### config.mk
export PLATFORM = sky130hd
export DESIGN_NAME = branch_redirect_ctrl
export DESIGN_NICKNAME = d
export VERILOG_FILES = /design/src/rtl/branch_redirect_ctrl_pkg.sv /design/src/rtl/branch_redirect_ctrl_dep.sv /design/src/rtl/branch_redirect_ctrl.sv
export SDC_FILE = /design/constraint.sdc
export NUM_CORES = 1
export LEC_CHECK = 0
export CAP_MARGIN = 10
export CORE_ASPECT_RATIO = 2
export CORE_MARGIN = 10
export CORE_UTILIZATION = 38
export DETAILED_ROUTE_END_ITERATION = 7
export GPL_TIMING_DRIVEN = 0
export HOLD_SLACK_MARGIN = 0.1
export PLACE_DENSITY = 0.87
export SLEW_MARGIN = 30
export SYNTH_ARGS = -nofsm -noshare
export SYNTH_HDL_FRONTEND = slang
export SYNTH_SLANG_ARGS = --single-unit
### constraint.sdc
create_clock -name i_clk -period 2.3 [get_ports i_clk]
set_input_delay 0.46 -clock i_clk [delete_from_list [all_inputs] [get_ports i_clk]]
set_output_delay 0.46 -clock i_clk [all_outputs]
set_load 0.05 [all_outputs]
### src/rtl/branch_redirect_ctrl_pkg.sv
// Shared constants and enumerations for the ID-stage branch / PC redirect controller.
package branch_redirect_ctrl_pkg;

  localparam int BRC_PC_WIDTH  = 32;
  localparam int BRC_AWIDTH    = 5;
  localparam int BRC_CNT_WIDTH = 16;

  typedef enum logic [1:0] {
    BRC_IDLE  = 2'd0,
    BRC_STALL = 2'd1,
    BRC_REDIR = 2'd2
  } brc_state_e;

  typedef enum logic [1:0] {
    NEED_NONE = 2'd0,
    NEED_ONE  = 2'd1,
    NEED_TWO  = 2'd2
  } brc_need_e;

  // Extra STALL cycles after the first hazard cycle of a load-use on a branch operand.
  localparam logic [1:0] LOAD_USE_EXTRA = 2'd1;

endpackage

### src/rtl/branch_redirect_ctrl_dep.sv
// Operand readiness for an ID-stage compare: how many cycles the branch must wait
// for a producer still in EX or MEM to deliver rs/rt.
module branch_dep_check
  import branch_redirect_ctrl_pkg::*;
#(
  parameter int AWIDTH = BRC_AWIDTH
) (
  input  logic [AWIDTH-1:0] i_id_rs,
  input  logic [AWIDTH-1:0] i_id_rt,
  input  logic              i_ex_regwrite,
  input  logic              i_ex_memread,
  input  logic [AWIDTH-1:0] i_ex_rd,
  input  logic              i_mem_memread,
  input  logic [AWIDTH-1:0] i_mem_rd,
  output logic [1:0]        o_need
);

  logic ex_hit_s;
  logic mem_hit_s;

  // $0 is hard-wired zero, so a write to it never creates a dependency.
  assign ex_hit_s  = (i_ex_rd != {AWIDTH{1'b0}}) &&
                     ((i_ex_rd == i_id_rs) || (i_ex_rd == i_id_rt));
  assign mem_hit_s = (i_mem_rd != {AWIDTH{1'b0}}) &&
                     ((i_mem_rd == i_id_rs) || (i_mem_rd == i_id_rt));

  // Highest need wins: a load in EX outranks any single-cycle producer.
  always_comb begin
    o_need = NEED_NONE;
    if (i_ex_memread && ex_hit_s) begin
      o_need = NEED_TWO;
    end else if ((i_ex_regwrite && ex_hit_s) || (i_mem_memread && mem_hit_s)) begin
      o_need = NEED_ONE;
    end else begin
      o_need = NEED_NONE;
    end
  end

endmodule

### src/rtl/branch_redirect_ctrl.sv
// Branch resolution sequencing and PC redirect hand-off to fetch, with saturating
// redirect / stall performance counters.
module branch_redirect_ctrl
  import branch_redirect_ctrl_pkg::*;
#(
  parameter int PC_WIDTH  = BRC_PC_WIDTH,
  parameter int AWIDTH    = BRC_AWIDTH,
  parameter int CNT_WIDTH = BRC_CNT_WIDTH
) (
  input  logic                 i_clk,
  input  logic                 i_rst,
  input  logic                 i_id_branch,
  input  logic                 i_id_taken,
  input  logic [PC_WIDTH-1:0]  i_id_target,
  input  logic [AWIDTH-1:0]    i_id_rs,
  input  logic [AWIDTH-1:0]    i_id_rt,
  input  logic                 i_ex_regwrite,
  input  logic                 i_ex_memread,
  input  logic [AWIDTH-1:0]    i_ex_rd,
  input  logic                 i_mem_memread,
  input  logic [AWIDTH-1:0]    i_mem_rd,
  input  logic                 i_ex_change_pc,
  input  logic [PC_WIDTH-1:0]  i_ex_target,
  input  logic                 i_if_ready,
  output logic                 o_stall,
  output logic                 o_bubble_idex,
  output logic                 o_flush_ifid,
  output logic                 o_redirect_valid,
  output logic [PC_WIDTH-1:0]  o_redirect_pc,
  output logic [CNT_WIDTH-1:0] o_taken_cnt,
  output logic [CNT_WIDTH-1:0] o_stall_cnt
);

  localparam logic [CNT_WIDTH-1:0] CNT_ONE = {{(CNT_WIDTH-1){1'b0}}, 1'b1};

  brc_state_e           state_q, state_d;
  logic [1:0]           cnt_q, cnt_d;
  logic [PC_WIDTH-1:0]  target_q, target_d;
  logic                 valid_q;
  logic [CNT_WIDTH-1:0] taken_cnt_q, stall_cnt_q;

  logic [1:0] need_s;
  logic       stall_s;
  logic       bubble_s;
  logic       flush_s;
  logic       issue_s;

  branch_dep_check #(.AWIDTH(AWIDTH)) u_dep (
    .i_id_rs       (i_id_rs),
    .i_id_rt       (i_id_rt),
    .i_ex_regwrite (i_ex_regwrite),
    .i_ex_memread  (i_ex_memread),
    .i_ex_rd       (i_ex_rd),
    .i_mem_memread (i_mem_memread),
    .i_mem_rd      (i_mem_rd),
    .o_need        (need_s)
  );

  // Next-state, target capture and pipeline-control decisions.
  always_comb begin
    state_d  = state_q;
    cnt_d    = cnt_q;
    target_d = target_q;
    stall_s  = 1'b0;
    bubble_s = 1'b0;
    flush_s  = 1'b0;
    issue_s  = 1'b0;
    if (i_ex_change_pc) begin
      // jr/jal already left ID: only the younger wrong-path work is squashed.
      target_d = i_ex_target;
      flush_s  = 1'b1;
      bubble_s = 1'b1;
      issue_s  = 1'b1;
      cnt_d    = 2'd0;
      state_d  = BRC_REDIR;
    end else begin
      case (state_q)
        BRC_IDLE: begin
          if (i_id_branch && (need_s != NEED_NONE)) begin
            stall_s  = 1'b1;
            bubble_s = 1'b1;
            if (need_s == NEED_TWO) begin
              cnt_d   = LOAD_USE_EXTRA;
              state_d = BRC_STALL;
            end else begin
              state_d = BRC_IDLE;
            end
          end else if (i_id_branch && i_id_taken) begin
            target_d = i_id_target;
            flush_s  = 1'b1;
            issue_s  = 1'b1;
            state_d  = BRC_REDIR;
          end else begin
            state_d = BRC_IDLE;
          end
        end
        BRC_STALL: begin
          stall_s  = 1'b1;
          bubble_s = 1'b1;
          cnt_d    = cnt_q - 2'd1;
          if (cnt_q <= 2'd1) begin
            cnt_d   = 2'd0;
            state_d = BRC_IDLE;
          end else begin
            state_d = BRC_STALL;
          end
        end
        BRC_REDIR: begin
          if (i_if_ready) begin
            state_d = BRC_IDLE;
          end else begin
            stall_s  = 1'b1;
            bubble_s = 1'b1;
          end
        end
        default: begin
          cnt_d   = 2'd0;
          state_d = BRC_IDLE;
        end
      endcase
    end
  end

  // State, held target and performance counters.
  always_ff @(posedge i_clk) begin
    if (!i_rst) begin
      state_q     <= BRC_IDLE;
      cnt_q       <= 2'd0;
      target_q    <= {PC_WIDTH{1'b0}};
      valid_q     <= 1'b0;
      taken_cnt_q <= {CNT_WIDTH{1'b0}};
      stall_cnt_q <= {CNT_WIDTH{1'b0}};
    end else begin
      state_q  <= state_d;
      cnt_q    <= cnt_d;
      target_q <= target_d;
      valid_q  <= (state_d == BRC_REDIR);
      if (issue_s && !(&taken_cnt_q)) begin
        taken_cnt_q <= taken_cnt_q + CNT_ONE;
      end
      if (stall_s && !(&stall_cnt_q)) begin
        stall_cnt_q <= stall_cnt_q + CNT_ONE;
      end
    end
  end

  // Pipeline controls are quiet while reset is held so a frozen pipe sees no spurious kill.
  assign o_stall          = i_rst & stall_s;
  assign o_bubble_idex    = i_rst & bubble_s;
  assign o_flush_ifid     = i_rst & flush_s;
  assign o_redirect_valid = valid_q;
  assign o_redirect_pc    = target_q;
  assign o_taken_cnt      = taken_cnt_q;
  assign o_stall_cnt      = stall_cnt_q;

endmodule

# Yosys cells after proc, flatten, opt, wreduce, memory -nomap -nowiden
# Cells that the tools add are included.
[word_totals] reg_bits=69 input_bits=93
[op_classes] add_sub_neg=3 magnitude_cmp=1 n_eq_ne=11 mux=26 bitwise=5 n_reduce_logical=25
[op_table] cell="32-bit 2-to-1 mux" n=4
[op_table] cell="16-bit by 1-bit adder with 16-bit output (second input constant)" n=2
[op_table] cell="16-bit AND reduction" n=2
[op_table] cell="5-bit == test" n=4
[op_table] cell="2-bit 2-to-1 mux" n=8
[op_table] cell="2-bit one-hot mux with 3 select lines" n=2
[op_table] cell="1-bit 2-to-1 mux" n=11
[op_table] cell="5-bit nonzero test" n=2
[op_table] cell="1-bit logical AND" n=9
[op_table] cell="2-bit == test (second input constant)" n=3
[op_table] cell="2-bit inequality test (second input constant)" n=3
[op_table] cell="3-bit AND reduction" n=2
[op_table] cell="2-bit nonzero test" n=3
[op_table] cell="1-bit AND" n=3
[op_table] cell="1-bit logical OR" n=3
[op_table] cell="1-bit one-hot mux with 3 select lines" n=1
[op_table] cell="2-bit by 1-bit == test with 1-bit output (second input constant)" n=1
[op_table] cell="2-bit by 1-bit less-or-equal comparator with 1-bit output (second input constant)" n=1
[op_table] cell="1-bit logical NOT" n=2
[op_table] cell="2-bit logical NOT" n=1
[op_table] cell="1-bit inverter" n=2
[op_table] cell="2-bit OR reduction" n=1
[op_table] cell="2-bit by 1-bit subtractor with 2-bit output (second input constant)" n=1

# Longest topological paths before layout
[logic_depth] ltp_word=13 mapped_depth=9 mapped_depth_nobuf=7

# Modules after synthesis
# From an unflattened synthesis, not the netlist that was laid out.
[hier_totals] cells_unflattened=422 area_unflattened_um2=3659.8
[modules_own_cells] module="branch_redirect_ctrl" instances=1 cells_each=385 area_per_inst_um2=3375.7 seq_area_each_um2=1381.3
[modules_own_cells] module="branch_dep_check" instances=1 cells_each=37 area_per_inst_um2=284.0 seq_area_each_um2=0.0

# Least setup slack after synthesis
# OpenSTA, ideal clock, no wires.
[synth_timing] path_type="input-to-output" start="input i_ex_rd[2]" end="output o_bubble_idex" arrival_ns=2.558 setup_slack_ns=-0.718 cell_stages=7 n_path_buf=1 path_cell_list="xor2_1 > nor3_1 > a32oi_1 > o32a_1 > o221a_4 > clkbuf_1 > a21oi_1"
[synth_via] elab_chain_cells=13 elab_cells_between_ends=16 cone_classes="2 x eq/ne; 5 x mux; 1 x bitwise; 8 x reduce/logical"
[synth_rtl] element="start: declaration" line="branch_redirect_ctrl.sv:19" text="input logic [AWIDTH-1:0] i_ex_rd,"
[synth_rtl] element="5-bit == test" line="branch_redirect_ctrl_dep.sv:23" text="((i_ex_rd == i_id_rs) || (i_ex_rd == i_id_rt));"
[synth_rtl] element="1-bit logical OR" line="branch_redirect_ctrl_dep.sv:23"
[synth_rtl] element="1-bit logical AND *" line="branch_redirect_ctrl_dep.sv:22" text="assign ex_hit_s = (i_ex_rd != {AWIDTH{1'b0}}) &&"
[synth_rtl] element="1-bit logical AND" line="branch_redirect_ctrl_dep.sv:32" text="end else if ((i_ex_regwrite && ex_hit_s) || (i_mem_memread && mem_hit_s)) begin"
[synth_rtl] element="1-bit logical OR" line="branch_redirect_ctrl_dep.sv:32"
[synth_rtl] element="1-bit 2-to-1 mux" line="branch_redirect_ctrl_dep.sv:32"
[synth_rtl] element="2-bit 2-to-1 mux *" line="branch_redirect_ctrl_dep.sv:30" text="if (i_ex_memread && ex_hit_s) begin"
[synth_rtl] element="2-bit nonzero test *" line="branch_redirect_ctrl.sv:79" text="if (i_id_branch && (need_s != NEED_NONE)) begin"
[synth_rtl] element="1-bit logical AND *" line="branch_redirect_ctrl.sv:79"
[synth_rtl] element="1-bit 2-to-1 mux *" line="branch_redirect_ctrl.sv:79"
[synth_rtl] element="1-bit one-hot mux with 3 select lines *" line="branch_redirect_ctrl.sv:77" text="case (state_q)"
[synth_rtl] element="1-bit 2-to-1 mux *" line="branch_redirect_ctrl.sv:68" text="if (i_ex_change_pc) begin"
[synth_rtl] element="1-bit AND *" line="branch_redirect_ctrl.sv:149" text="assign o_bubble_idex = i_rst & bubble_s;"
[synth_rtl] element="end: declaration" line="branch_redirect_ctrl.sv:26" text="output logic o_bubble_idex,"
# Every way passes the cells marked *; elsewhere a longest branch is shown, timed or not.

# Final worst setup path
[layout_timing] start="input i_id_rs[0]" end="output o_bubble_idex"
[layout_via] elab_chain_cells=13 elab_cells_between_ends=18 cone_classes="2 x eq/ne; 5 x mux; 1 x bitwise; 10 x reduce/logical"
[layout_rtl] element="start: declaration" line="branch_redirect_ctrl.sv:15" text="input logic [AWIDTH-1:0] i_id_rs,"
[layout_rtl] element="5-bit == test (on tied branches)" line="branch_redirect_ctrl_dep.sv:23, branch_redirect_ctrl_dep.sv:25"
[layout_rtl] element="1-bit logical OR (on tied branches)" line="branch_redirect_ctrl_dep.sv:23, branch_redirect_ctrl_dep.sv:25"
[layout_rtl] element="1-bit logical AND (on tied branches)" line="branch_redirect_ctrl_dep.sv:22, branch_redirect_ctrl_dep.sv:24"
[layout_rtl] element="1-bit logical AND" line="branch_redirect_ctrl_dep.sv:32"
[layout_rtl] element="1-bit logical OR" line="branch_redirect_ctrl_dep.sv:32"
[layout_rtl] element="1-bit 2-to-1 mux" line="branch_redirect_ctrl_dep.sv:32"
[layout_rtl] element="2-bit 2-to-1 mux *" line="branch_redirect_ctrl_dep.sv:30"
[layout_rtl] element="2-bit nonzero test *" line="branch_redirect_ctrl.sv:79"
[layout_rtl] element="1-bit logical AND *" line="branch_redirect_ctrl.sv:79"
[layout_rtl] element="1-bit 2-to-1 mux *" line="branch_redirect_ctrl.sv:79"
[layout_rtl] element="1-bit one-hot mux with 3 select lines *" line="branch_redirect_ctrl.sv:77"
[layout_rtl] element="1-bit 2-to-1 mux *" line="branch_redirect_ctrl.sv:68"
[layout_rtl] element="1-bit AND *" line="branch_redirect_ctrl.sv:149"
# Marked as above.

==> metrics.cfg <==
[run_status]
status = finished with violations
violations = setup timing

[power]
p_per_area_nw_per_um2 = 626
peakVddDrop_v = 0.000573
leakagePower_nw = 2.41

[clocking]
path_clk_slew_ns = 0.06
numCtsBuffers = 9
clockBufferDepth = 2
root_buffer = clkbuf_16
cts_tree = done
clk_latency_ns = 0.32
clock_sinks = 69
postCtsHoldBufs = 0
htree_levels = 3

[logic_synthesis]
synth_compound_area_frac = 0.165
ys_warn_count = 0
synth_top_family_by_area = simple AND/OR/NAND/NOR gates
async_flop_share = 0
ys_top_cells_by_count = dfxtp_1, nor2_1, mux2i_1, a211oi_1, nand2_1
syn_nets = 512
synth_fa_ha_area_frac = 0.00689
synth_top_area_cell = dfxtp_1
synth_top_area_share = 0.381
synthSimpleGateAreaFrac = 0.240
synth_edf_count = 0
avgSynthCellArea_um2 = 8.70
seq_area_frac_synth = 0.381
synth.most_common_cell = dfxtp_1
muxShareOfSynthArea = 0.121
synth_xor_area_frac = 0.0483
synth_area_leaders = dfxtp_1, mux2i_1, a211oi_1
synth-seq-cells = 69
syn_area_um2 = 3630
ys.flop_type = dfxtp_1
yosysUniqueCellTypes = 50
synthCells = 417

[worst_setup_path]
r2r_start = o_stall_cnt[5]$_SDFFE_PN0P_
rr_worst_depth = 7
worst_ep_required_time_ns = 1.84
cp_max_fo = 3
startpoint_type = input port
worstSetupPathType = in2out
reg2reg_to = o_stall_cnt[15]$_SDFFE_PN0P_
r2r_setup_slack_ns = 0.03
worstSetupEndpointType = primary output
cp.arrival_ns = 2.17

[timing]
period_needed_ns = 2.63
fin_skew_ns = 0.00455
drv_slew = 0
relSlewSlack = 0.512
tightest_slew_ns = 0.732
rsz0062_at_grt = true
timing.fmax_ghz = 0.380
hold_viol = 0
setup_ws_ns = -0.330
fin_setup_tns_ns = -1.28
period_share = 1.14
setup_viol = 11

[placed_design]
place_congestion = 0.919
dp.final_hpwl_mm = 10.7
portBuffers = 159
placedCellCount = 680

[floorplanning]
core_region_area_um2 = 9320
ios = 161
initial_utilization = 0.389
die-area_um2 = 14100
rows = 50
die_w_um = 89.1
die_y_um = 158

[global_routing]
overflow = 0
antenna_found_initial = 0
grt_pass1_vias = 4230
grt_use_total = 0.191
grt_first_pass_wirelength_mm = 21.1
grt_max_degree = 13

[detailed_routing]
drt-initial-drc-count = 182
firstDrtPassIters = 4
ant_nets = 0
routed_via_density = 5.65
vias = 3980
drc_errors = 0
wl_per_cell_um = 20.0
drt_wl_total_mm = 14.1

[job]
max-cap-violations = 0

[hold_path]
hold_start = o_redirect_pc[31]$_SDFFE_PN0P_
hold_path_depth = 2
hold_end = o_redirect_pc[31]$_SDFFE_PN0P_
holdCritPathClass = reg2reg

[finish]
fin_cells = 705
syn2layout_area_growth_pct = 68.6
n_fill_cell = 683
drive_above_1_share = 0.185
design.final.nets = 691
n_antenna_cell = 0
final_core_utilization = 0.657

worst max path at each step:
stage                     cells after the start       start       endpoint  slack [ns]
after floorplan                               7  i_ex_rd[2]  o_bubble_idex       -0.15
after global placement                        9  i_ex_rd[0]  o_bubble_idex       -1.43
after detailed placement                      9  i_ex_rd[0]  o_bubble_idex       -1.51
after CTS                                     9  i_id_rs[4]  o_bubble_idex       -0.42
after global routing                          9  i_id_rs[0]  o_bubble_idex       -0.37
final                                         9  i_id_rs[0]  o_bubble_idex       -0.33
per-stage QoR:
stage,area (µm²),setup slack (ns),total power (W),hold WS [ns]
floorplan,3670,-0.153,0.00176,0.468
global placement,5400,-1.43,0.00212,0.470
detailed placement,5400,-1.51,0.00214,0.492
CTS,5890,-0.423,0.00381,0.500
global route,6120,-0.371,0.00396,0.519
finish,6120,-0.330,0.00383,0.499
routing by layer:
metal | vias to the layer above | global-route usage | part of all wire
met5 | - | 0 | 0
met4 | 0 | 0.103 | 0.039
met3 | 39 | 0.0674 | 0.081
met2 | 183 | 0.365 | 0.55
met1 | 1872 | 0.161 | 0.32
li1 | 1886 | - | -
critical path: stages:
cell	delay, ns
buf_6	0.10
xor2_1	0.17
nor3_2	0.20
a32oi_2	0.14
o32a_1	0.35
o221a_4	0.30
clkbuf_16	0.16
a21oi_4	0.11
buf_6	0.18
cells in the final DEF, fill, tap and decap left out, types with 13 or more instances in the layout:
cell type        count
nand2_1             27
nand3_1             13
dfxtp_1             65
nor2_1              42
xor2_1              16
mux2i_1             44
a21oi_1             13
a211oi_1            29
nand2b_1            16
clkdlybuf4s50_1    134
kinds of logic (layout without fill, tap and decap cells):
| group | count (synthesis) | count (layout) |
|---|---|---|
| and+or+nand+nor | 163 | 163 |
| AOI/OAI and AO/OA | 87 | 87 |
| DFF | 69 | 69 |
| muxes | 44 | 44 |
| buffers and inverters | 32 | 216 |
| xor gates and xnor gates | 20 | 20 |
| adders and majority gates | 2 | 2 |
sequential cells by signal, summed over array words and instances, names as in the netlist:
name / flops
cnt_q: 2
state_q: 2
o_redirect_pc: 32
o_taken_cnt: 16
o_stall_cnt: 16
o_redirect_valid: 1
report_power, final:
group	total [W]	leakage (nW)	internal (W)	switching [W]
registers	0.00129	0.568	0.00126	0.0000360
clock network	0.00163	0.172	0.00112	0.000511
logic	0.000910	1.67	0.000402	0.000508
total	0.00383	2.41	0.00278	0.00105
timing repair:
action / CTS / global route
gates cloned: 0 / 3
hold endpoints to repair: 0 / 0
pin swaps: 18 / 25
setup endpoints to repair: 69 / 65
setup buffers: 7 / 2
gates resized for setup: 123 / 58
cell type report:
type	instances	area (µm²)	area share
timing repair buffer	171	1690	0.277
multi-input combinational	316	2330	0.380
buffer	26	211	0.0346
clock inverter	5	106	0.0174
inverter	3	11.3	0.00184
clock buffer	11	253	0.0413
sequential	69	1390	0.227
tap	104	130	0.0213
(Power assumes the default switching activity.)
